### config.mk
export PLATFORM = sky130hd
export DESIGN_NAME = fetch_ctrl
export DESIGN_NICKNAME = d
export VERILOG_FILES = /design/src/rtl/fetch_ctrl.sv
export SDC_FILE = /design/constraint.sdc
export NUM_CORES = 1
export LEC_CHECK = 0
export ABC_AREA = 1
export CORE_UTILIZATION = 35
export DETAILED_ROUTE_END_ITERATION = 6
export SYNTH_ARGS = -nofsm -noshare
export SYNTH_HDL_FRONTEND = slang
export SYNTH_SLANG_ARGS = --single-unit
### constraint.sdc
create_clock -name clk -period 2.2 [get_ports clk]
set_clock_uncertainty 0.1 [all_clocks]
set_input_delay 0.44 -clock clk [delete_from_list [all_inputs] [get_ports clk]]
set_output_delay 0.44 -clock clk [all_outputs]
set_load 0.02 [all_outputs]
### src/rtl/fetch_ctrl.sv
// Fetch-stage sequencer: boot delay, imem req/ready handshake, decode-stall hold,
// deferred branch redirect and sticky instruction-memory timeout.
//
// state | meaning
// BOOT  | post-reset delay, PC forced to RESET_VECTOR, no requests
// REQ   | first cycle of a request for pcf
// WAIT  | request outstanding, waiting for imem_ready
// HOLD  | instruction ready but decode stalled; pcf held, no request
// ERR   | imem timeout; left only through rst
module fetch_ctrl #(
    parameter int                 A_WIDTH      = 32,
    parameter logic [A_WIDTH-1:0] RESET_VECTOR = '0,
    parameter int                 BOOT_CYCLES  = 4,
    parameter int                 MAX_WAIT     = 15
) (
    input  logic               clk,
    input  logic               rst,
    input  logic               pc_src_e,
    input  logic [A_WIDTH-1:0] pc_target_e,
    input  logic [A_WIDTH-1:0] pc_4f,
    input  logic               stall_d,
    input  logic               imem_ready,
    output logic               imem_req,
    output logic               pc_en,
    output logic [A_WIDTH-1:0] pc_next,
    output logic               fd_en,
    output logic               fd_clr,
    output logic               instr_valid_f,
    output logic               redirect_pending,
    output logic               fetch_err
);

    localparam int BW = (BOOT_CYCLES > 1) ? $clog2(BOOT_CYCLES) : 1;
    localparam int WW = $clog2(MAX_WAIT + 1);
    localparam logic [BW-1:0] BOOT_LAST = BW'(BOOT_CYCLES - 1);
    localparam logic [WW-1:0] WAIT_MAX  = WW'(MAX_WAIT);

    typedef enum logic [2:0] {
        S_BOOT = 3'd0,
        S_REQ  = 3'd1,
        S_WAIT = 3'd2,
        S_HOLD = 3'd3,
        S_ERR  = 3'd4
    } state_t;

    state_t             state, state_n;
    logic [BW-1:0]      bcnt, bcnt_n;
    logic [WW-1:0]      wcnt, wcnt_n;
    logic [A_WIDTH-1:0] tgt, tgt_n;
    logic               pend, pend_n;
    logic               err, err_n;
    logic               resp;

    always_ff @(posedge clk) begin
        if (rst) begin
            state <= S_BOOT;
            bcnt  <= '0;
            wcnt  <= '0;
            tgt   <= RESET_VECTOR;
            pend  <= 1'b0;
            err   <= 1'b0;
        end else begin
            state <= state_n;
            bcnt  <= bcnt_n;
            wcnt  <= wcnt_n;
            tgt   <= tgt_n;
            pend  <= pend_n;
            err   <= err_n;
        end
    end

    assign resp = imem_ready && ((state == S_REQ) || (state == S_WAIT));

    always_comb begin
        state_n  = state;
        bcnt_n   = bcnt;
        wcnt_n   = wcnt;
        tgt_n    = tgt;
        pend_n   = pend;
        err_n    = err;
        imem_req = 1'b0;
        pc_en    = 1'b0;
        pc_next  = pc_4f;
        fd_en    = 1'b0;
        fd_clr   = 1'b0;

        if (rst) begin
            // outputs already show the boot values during the reset cycle itself
            state_n = S_BOOT;
            bcnt_n  = '0;
            wcnt_n  = '0;
            pend_n  = 1'b0;
            err_n   = 1'b0;
            pc_en   = 1'b1;
            pc_next = RESET_VECTOR;
            fd_en   = 1'b1;
            fd_clr  = 1'b1;
        end else begin
            case (state)
                S_BOOT: begin
                    pc_en   = 1'b1;
                    pc_next = RESET_VECTOR;
                    fd_en   = 1'b1;
                    fd_clr  = 1'b1;
                    if (bcnt == BOOT_LAST) begin
                        state_n = S_REQ;
                        bcnt_n  = '0;
                    end else begin
                        bcnt_n = bcnt + BW'(1);
                    end
                end
                S_REQ, S_WAIT, S_HOLD: begin
                    imem_req = (state != S_HOLD);
                    wcnt_n   = '0;
                    if (pc_src_e) begin
                        fd_en  = 1'b1;
                        fd_clr = 1'b1;
                        if (resp || (state == S_HOLD)) begin
                            pc_en   = 1'b1;
                            pc_next = pc_target_e;
                            pend_n  = 1'b0;
                            state_n = S_REQ;
                        end else begin
                            tgt_n   = pc_target_e;
                            pend_n  = 1'b1;
                            state_n = S_WAIT;
                        end
                    end else if (resp && pend) begin
                        // response belongs to the wrong-path pcf; drop it
                        fd_en   = 1'b1;
                        fd_clr  = 1'b1;
                        pc_en   = 1'b1;
                        pc_next = tgt;
                        pend_n  = 1'b0;
                        state_n = S_REQ;
                    end else if (resp || (state == S_HOLD)) begin
                        if (!stall_d) begin
                            fd_en   = 1'b1;
                            pc_en   = 1'b1;
                            pc_next = pc_4f;
                            state_n = S_REQ;
                        end else begin
                            state_n = S_HOLD;
                        end
                    end else begin
                        fd_en  = !stall_d;
                        fd_clr = !stall_d;
                        if (wcnt == WAIT_MAX) begin
                            err_n   = 1'b1;
                            state_n = S_ERR;
                        end else begin
                            wcnt_n  = wcnt + WW'(1);
                            state_n = S_WAIT;
                        end
                    end
                end
                S_ERR: begin
                    fd_en  = 1'b1;
                    fd_clr = 1'b1;
                    err_n  = 1'b1;
                end
                default: state_n = S_BOOT;
            endcase
        end
    end

    assign instr_valid_f    = fd_en && !fd_clr;
    assign redirect_pending = pend && !rst;
    assign fetch_err        = err && !rst;

endmodule

==> results of run 1 <==
-- timing repair --
action / 4_1_cts / 5_1_grt
endpoints found under the setup margin: 38 / 37
buffers inserted: 10 / 1
resized for setup: 228 / 58
cloned: 5 / 0
pin swaps: 26 / 33
-- cells by family (layout without fill, tap and decap cells) --
family | Yosys count | count (layout)
compound gates | 113 | 113
fa+ha+maj | 2 | 2
buf+inv | 124 | 263
flops | 43 | 43
simple gates | 337 | 340
-- path summary, 6_finish.rpt --
kind	endpoint	startpoint	cells past startpoint	slack, ns
worst max-delay path	pc_next[19]	state[0]	9	-0.11
worst min-delay path	tgt[2]	tgt[2]	2	0.37
worst max register to register	tgt[24]	state[0]	10	0.14
worst min register to register	tgt[2]	tgt[2]	2	0.37
-- sequential cells by signal (all words and copies together) (netlist names) --
signal / flops
err: 1
wcnt: 4
bcnt: 2
tgt: 32
state: 3
pend: 1
-- cell type report --
| class | instances | area share |
|---|---|---|
| flip-flops and latches | 43 | 0.161 |
| clock buffers | 8 | 0.0185 |
| repair buffers | 176 | 0.300 |
| inverters | 79 | 0.0552 |
| multi-input cells | 455 | 0.436 |
| well taps | 129 | 0.0298 |
-- worst register-to-register path, cell delays in order, from the launching register on --
cell     delay (ns)
dfxtp_4        0.37
nor2_4         0.15
nor2_4         0.08
nand2_4        0.09
nand2_8        0.10
buf_4          0.16
inv_4          0.06
buf_4          0.37
nand2_8        0.24
nand2_1        0.13
a21oi_1        0.08
-- layer usage --
| metal | vias to the layer above | share of wire | wire length [um] | GRT usage |
|---|---|---|---|---|
| met5 | - | 0 | 0 | 0 |
| met4 | 0 | 0.017 | 208 | 0.0736 |
| met3 | 15 | 0.040 | 476 | 0.0326 |
| met2 | 104 | 0.48 | 5760 | 0.425 |
| met1 | 1932 | 0.46 | 5500 | 0.305 |
| li1 | 2230 | - | - | - |
-- synthesized netlist by cell type --
| cell | n | share of area |
|---|---|---|
| clkbuf_1 | 25 | 0.027 |
| inv_4 | 1 | 0.0018 |
| a31oi_1 | 32 | 0.058 |
| a21o_1 | 1 | 0.0022 |
| nand2_2 | 2 | 0.0037 |
| buf_1 | 1 | 0.0011 |
| buf_4 | 3 | 0.0066 |
| nand3_1 | 38 | 0.056 |
| o21ai_1 | 1 | 0.0015 |
| a21oi_1 | 68 | 0.099 |
| dfxtp_1 | 43 | 0.25 |
| nor3_1 | 1 | 0.0015 |
| inv_1 | 75 | 0.082 |
| nor2_1 | 112 | 0.12 |
| buf_2 | 10 | 0.015 |
| o21a_1 | 1 | 0.0022 |
| nand2_4 | 2 | 0.0066 |
| o211ai_1 | 1 | 0.0022 |
| o21ai_0 | 7 | 0.010 |
| nand2_8 | 1 | 0.0058 |
| nand4_1 | 1 | 0.0018 |
| inv_2 | 3 | 0.0033 |
| nor3_2 | 1 | 0.0029 |
| or2_2 | 1 | 0.0018 |
| a21boi_0 | 1 | 0.0022 |
| a21oi_2 | 1 | 0.0026 |
| nor2_4 | 3 | 0.0099 |
| buf_6 | 6 | 0.020 |
| ha_1 | 2 | 0.0073 |
| nand2_1 | 175 | 0.19 |
-- placed cells by master, fill, tap and decap left out, drive strengths merged --
master and count:
dlygate4sd2 2, o211ai 1, nor3 2, or2 1, a21o 1, o21a 1
clkdlybuf4s50 66, nand3 38, nor2 115, ha 2, a21oi 69, dfxtp 43
inv 79, nand2 183, clkbuf 9, buf 106, a31oi 32, nand4 1
a21boi 1, clkdlybuf4s15 1, o21ai 8
-- power by group --
group          internal (mW)  switching (mW)
Sequential             0.950           0.112
Combinational           1.39            1.73
Clock                  0.287           0.275
Total                   2.62            2.11
-- stage by stage --
step                       util  hold WS (ns)  setup TNS (ns)  instances  area [um2]
after global placement    0.527         0.348          -29.68        870        4940
after global routing      0.578         0.377           -5.98        890        5420
after floorplan               -         0.339               0        619        3430
after detailed placement  0.527         0.354          -33.17        870        4940
after CTS                 0.568         0.367           -3.27        892        5330
final                     0.578         0.366           -2.91        890        5420
==> flow_metrics.py, run 1 <==
metrics = {
    "yosys": {
        "synth_compound_area_frac": 0.181,
        "synthCells": 619,
        "synth.distinct_cells": 30,
        "seq_area_frac_synth": 0.251,
        "yosys.area_share.simple": 0.404,
        "ys_seq_elements": 43,
        "synth_top_family_by_area": "simple AND/OR/NAND/NOR gates",
        "syn_avg_cell_area_um2": 5.53,
        "synth_adder_area_share": 0.00730,
        "ys_warn_count": 0,
        "synthMuxAreaShare": 0,
        "synthXorXnorAreaFrac": 0,
        "synth_area_mm2": 0.00343,
        "postSynthNetCount": 690,
    },
    "global_route": {
        "grt_pass1_wl_um": 19600,
        "grt_pass1_vias": 4106,
        "grt_max_degree": 38,
        "grt_use_total": 0.241,
        "grt_antenna_before_repair": 0,
        "grt_overflow": 0,
    },
    "route": {
        "ant_nets": 0,
        "drc_errors": 0,
        "wirelength_um": 12000,
        "dr_total_vias": 4281,
        "viasPerCell": 4.81,
        "drtIter0Drc": 155,
        "avgRoutedWirePerCell_um": 13.4,
        "drt_first_pass_iters": 4,
    },
    "worst_hold_path": {
        "hp-class": "register to register",
    },
    "place": {
        "portBuffers": 107,
        "place_hpwl_um": 7440,
        "dp_slack_ns": -0.882,
        "gp_congestion": 0.752,
    },
    "clock_tree": {
        "cts_root_buf": "clkbuf_8",
        "insertion_delay_ns": 0.30,
        "tritoncts": "built",
        "cts_buffer_depth": 2,
        "cts.sinks": 43,
        "htree_num_levels": 2,
        "postCtsHoldBufs": 0,
        "clk_pin_slew_ns": 0.08,
        "numCtsBuffers": 5,
    },
    "power": {
        "vdd_drop_max_v": 0.000395,
        "pwr_density_cell_mw_per_mm2": 875,
        "p_total_mw": 4.74,
        "power_leakage_nw": 2.69,
    },
    "sta": {
        "setup_viol": 35,
        "period_share": 1.05,
        "finalHoldViolCount": 0,
        "worst_pin_slew_ns": 0.411,
        "finalMaxSlewViolations": 0,
        "slew-limit-headroom": 0.726,
        "min_period_ns": 2.31,
        "rsz0062_at_grt": "yes",
        "fmax_mhz": 432,
        "fin_ws_ns": -0.114,
    },
    "floorplan": {
        "io_pins": 108,
        "die_h_um": 101,
        "initial_core_util": 0.366,
        "row_count": 35,
        "core-area_mm2": 0.00937,
        "die-area_mm2": 0.0102,
        "die_w_um": 101,
    },
    "critical_path": {
        "worstPathCellList": "a21oi_4, nand2_4, nand2_8, buf_12, nand2_8, nand2_4, nand2_4, nor2_4, buf_6",
        "path_buf_inv": 2,
        "crit_fanout": 8,
        "crit_top_cell": "nand2_4",
        "crit_type": "register to output port",
        "cp_slowest_stage_delay_ns": 0.37,
        "end_kind": "output port",
        "critPathLaunchType": "register",
        "cp.arrival_ns": 1.77,
        "worst_path_dominant_cell_family": "simple AND/OR/NAND/NOR gates",
        "cp_slowest_cell": "dfxtp_4",
        "crit_required_ns": 1.66,
    },
    "job": {
        "drv_cap": 0,
    },
    "layout": {
        "fin_nets": 831,
        "multiInputGateArea_mm2": 0.00236,
        "area.growth.synth_to_final_pct": 58.1,
        "drive_gt1_frac": 0.252,
        "antenna-diode-count": 0,
        "regArea_um2": 870,
        "fillers": 963,
    },
    "outcome": {
        "status": "complete, but fails checks",
        "violations": "negative setup slack",
    },
}
Note: power is estimated with default switching activity, not from simulation.
==> run 2: changes to the inputs <==
Settings changed: CELL_PAD_IN_SITES_DETAIL_PLACEMENT from default to 0, CELL_PAD_IN_SITES_GLOBAL_PLACEMENT from default to 1, CORE_UTILIZATION 35 to 31, PLACE_DENSITY_LB_ADDON from default to 0.1.
==> run 2 against run 1 <==
The run still ends with negative setup slack left. Count of clock-buffer cells in the layout shrank 2. Design area increased by 1.4%. Utilization fell by 6.9 points. Cell count rose by 1.8%. Worst hold slack worse by 0.0015 ns. Sequential share of layout area down 0.22 points. Highest routed layer unchanged.
==> flow_metrics.py, run 2 (synthesis results as in run 1) <==
metrics = {
    "outcome": {
        "status": "complete, but fails checks",
        "violations": "negative setup slack",
    },
    "floorplan": {
        "die-area_mm2": 0.0115,
        "die_w_um": 107,
        "initial_core_util": 0.317,
        "core-area_mm2": 0.0108,
        "io_pins": 108,
        "die_h_um": 107,
        "row_count": 38,
    },
    "clock_tree": {
        "postCtsHoldBufs": 0,
        "insertion_delay_ns": 0.30,
        "cts_buffer_depth": 2,
        "tritoncts": "built",
        "htree_num_levels": 2,
        "cts_root_buf": "clkbuf_8",
        "clk_pin_slew_ns": 0.09,
        "cts.sinks": 43,
        "numCtsBuffers": 5,
    },
    "sta": {
        "rsz0062_at_grt": "yes",
        "holdWs_ns": 0.364,
        "slew-limit-headroom": 0.727,
        "finalHoldViolCount": 0,
        "fin_setup_tns_ns": -5.19,
        "fin_ws_ns": -0.197,
        "period_share": 1.09,
        "setup_viol": 36,
        "finalMaxSlewViolations": 0,
        "fmax_mhz": 417,
        "min_period_ns": 2.40,
        "worst_pin_slew_ns": 0.410,
    },
    "layout": {
        "drive_gt1_frac": 0.261,
        "largest_reg_flops": 32,
        "final_common_cell": "nand2_1",
        "multiInputGateArea_mm2": 0.00224,
        "fin_nets": 837,
        "most-common-layout-cells": "135 x nand2_1, 107 x nor2_1, 84 x buf_4",
        "area.growth.synth_to_final_pct": 60.3,
        "fillers": 1145,
        "reg_top3": "tgt x32, wcnt x4, state x3",
        "largest_register": "tgt",
        "antenna-diode-count": 0,
        "regArea_um2": 870,
        "finalCoreUtilization": 0.509,
    },
    "power": {
        "vdd_drop_max_v": 0.000406,
        "power_leakage_nw": 2.67,
        "combPwrFrac": 0.648,
        "p_sw_mw": 2.04,
        "clock_power_share": 0.128,
        "intPower_mw": 2.71,
        "power_switching_share": 0.430,
        "p_total_mw": 4.75,
        "pwr_density_cell_mw_per_mm2": 865,
        "p_seq_frac": 0.224,
    },
    "route": {
        "drt_first_pass_iters": 4,
        "wirelength_um": 12000,
        "ant_nets": 0,
        "dr_total_vias": 4290,
        "avgRoutedWirePerCell_um": 13.2,
        "drc_errors": 0,
        "drtIter0Drc": 178,
        "viasPerCell": 4.74,
    },
    "critical_path": {
        "r2r-end": "tgt[27]",
        "r2r_slack_ns": 0.18,
        "cp_slowest_cell": "dfxtp_4",
        "worstPathCellList": "nor2_4, nor2_4, nand2_2, nand2_4, buf_6, nand2_8, buf_8, nand2_2, nand2_1, nor2_1, buf_4",
        "reg2reg_from": "state[0]",
        "cp.arrival_ns": 1.86,
        "end_kind": "output port",
        "crit_fanout": 6,
        "crit_type": "register to output port",
        "reg2reg_depth": 10,
        "crit_required_ns": 1.66,
        "critPathLaunchType": "register",
        "cp_slowest_stage_delay_ns": 0.38,
    },
    "worst_hold_path": {
        "hold_start": "tgt[7]",
        "hp-class": "register to register",
        "hold_depth": 2,
        "min_to": "tgt[7]",
    },
    "place": {
        "gp_congestion": 0.761,
        "dp_slack_ns": -0.761,
        "portBuffers": 107,
        "place_hpwl_um": 7990,
    },
    "global_route": {
        "grt_antenna_before_repair": 0,
        "grt_max_degree": 35,
        "grt_overflow": 0,
        "grt_pass1_vias": 3935,
        "grt_use_total": 0.209,
        "grt_pass1_wl_um": 19000,
    },
    "job": {
        "drv_cap": 0,
    },
}
-- run 2: changes by cell type in the layout (fill, tap and decap cells not counted), moves of 3 or more --
| cell | previous run | this run |
|---|---|---|
| nand2_1 | 139 | 135 |
| buf_4 | 90 | 84 |
| nand2_4 | 11 | 3 |
| nand2_2 | 26 | 40 |
| nand2_8 | 7 | 2 |
| a21oi_2 | 14 | 10 |
| buf_16 | 0 | 3 |
| buf_6 | 3 | 13 |
| a21oi_1 | 54 | 58 |
-- run 2: power groups by stage --
stage | logic (mW) | clock network, mW | registers [mW]
2_1_floorplan | 1.64 | 0 | 1.04
3_3_place_gp | 2.61 | 0 | 1.06
3_5_place_dp | 2.61 | 0 | 1.07
4_1_cts | 2.96 | 0.626 | 1.06
5_1_grt | 3.36 | 0.649 | 1.08
6_report | 3.08 | 0.607 | 1.07
-- run 2: worst max path at each step --
stage                   to        from  slack (ns)  cells past startpoint
2_1_floorplan  pc_next[10]  imem_ready        0.15                      9
3_3_place_gp   pc_next[13]  imem_ready       -0.77                     10
3_5_place_dp   pc_next[24]  imem_ready       -0.76                     11
4_1_cts        pc_next[13]    state[0]       -0.13                     11
5_1_grt        pc_next[11]    state[0]       -0.30                     11
6_report       pc_next[24]    state[0]       -0.20                     11
-- run 2: critical path: cells and delay by family (launching register included) --
family / cells / cell delay (ns)
simple gates: 8 / 0.73
buf+inv: 3 / 0.44
flops: 1 / 0.38
-- run 2: cell type report --
class,instances,area share
Multi-Input combinational cell,452,0.407
Timing Repair Buffer,185,0.329
Sequential cell,43,0.158
Inverter,79,0.0545
Tap cell,140,0.0319
Clock buffer,6,0.0132
Clock inverter,1,0.00547
-- run 2: metal layers --
layer | GRT usage | wire [um]
met3 | 0.0310 | 547
met1 | 0.261 | 5400
met5 | 0 | 0
met4 | 0.0323 | 68
met2 | 0.384 | 5990
-- run 2: repair_timing --
action	4_1_cts	5_1_grt
endpoints found under the setup margin	38	38
setup buffers	9	3
cloned	3	0
resized for setup	259	24
pin swaps	45	14
-- run 2: metrics by stage --
step	cells	area, um2
2_1_floorplan	619	3430
3_3_place_gp	885	5010
3_5_place_dp	885	5010
4_1_cts	904	5400
5_1_grt	906	5490
6_report	906	5490
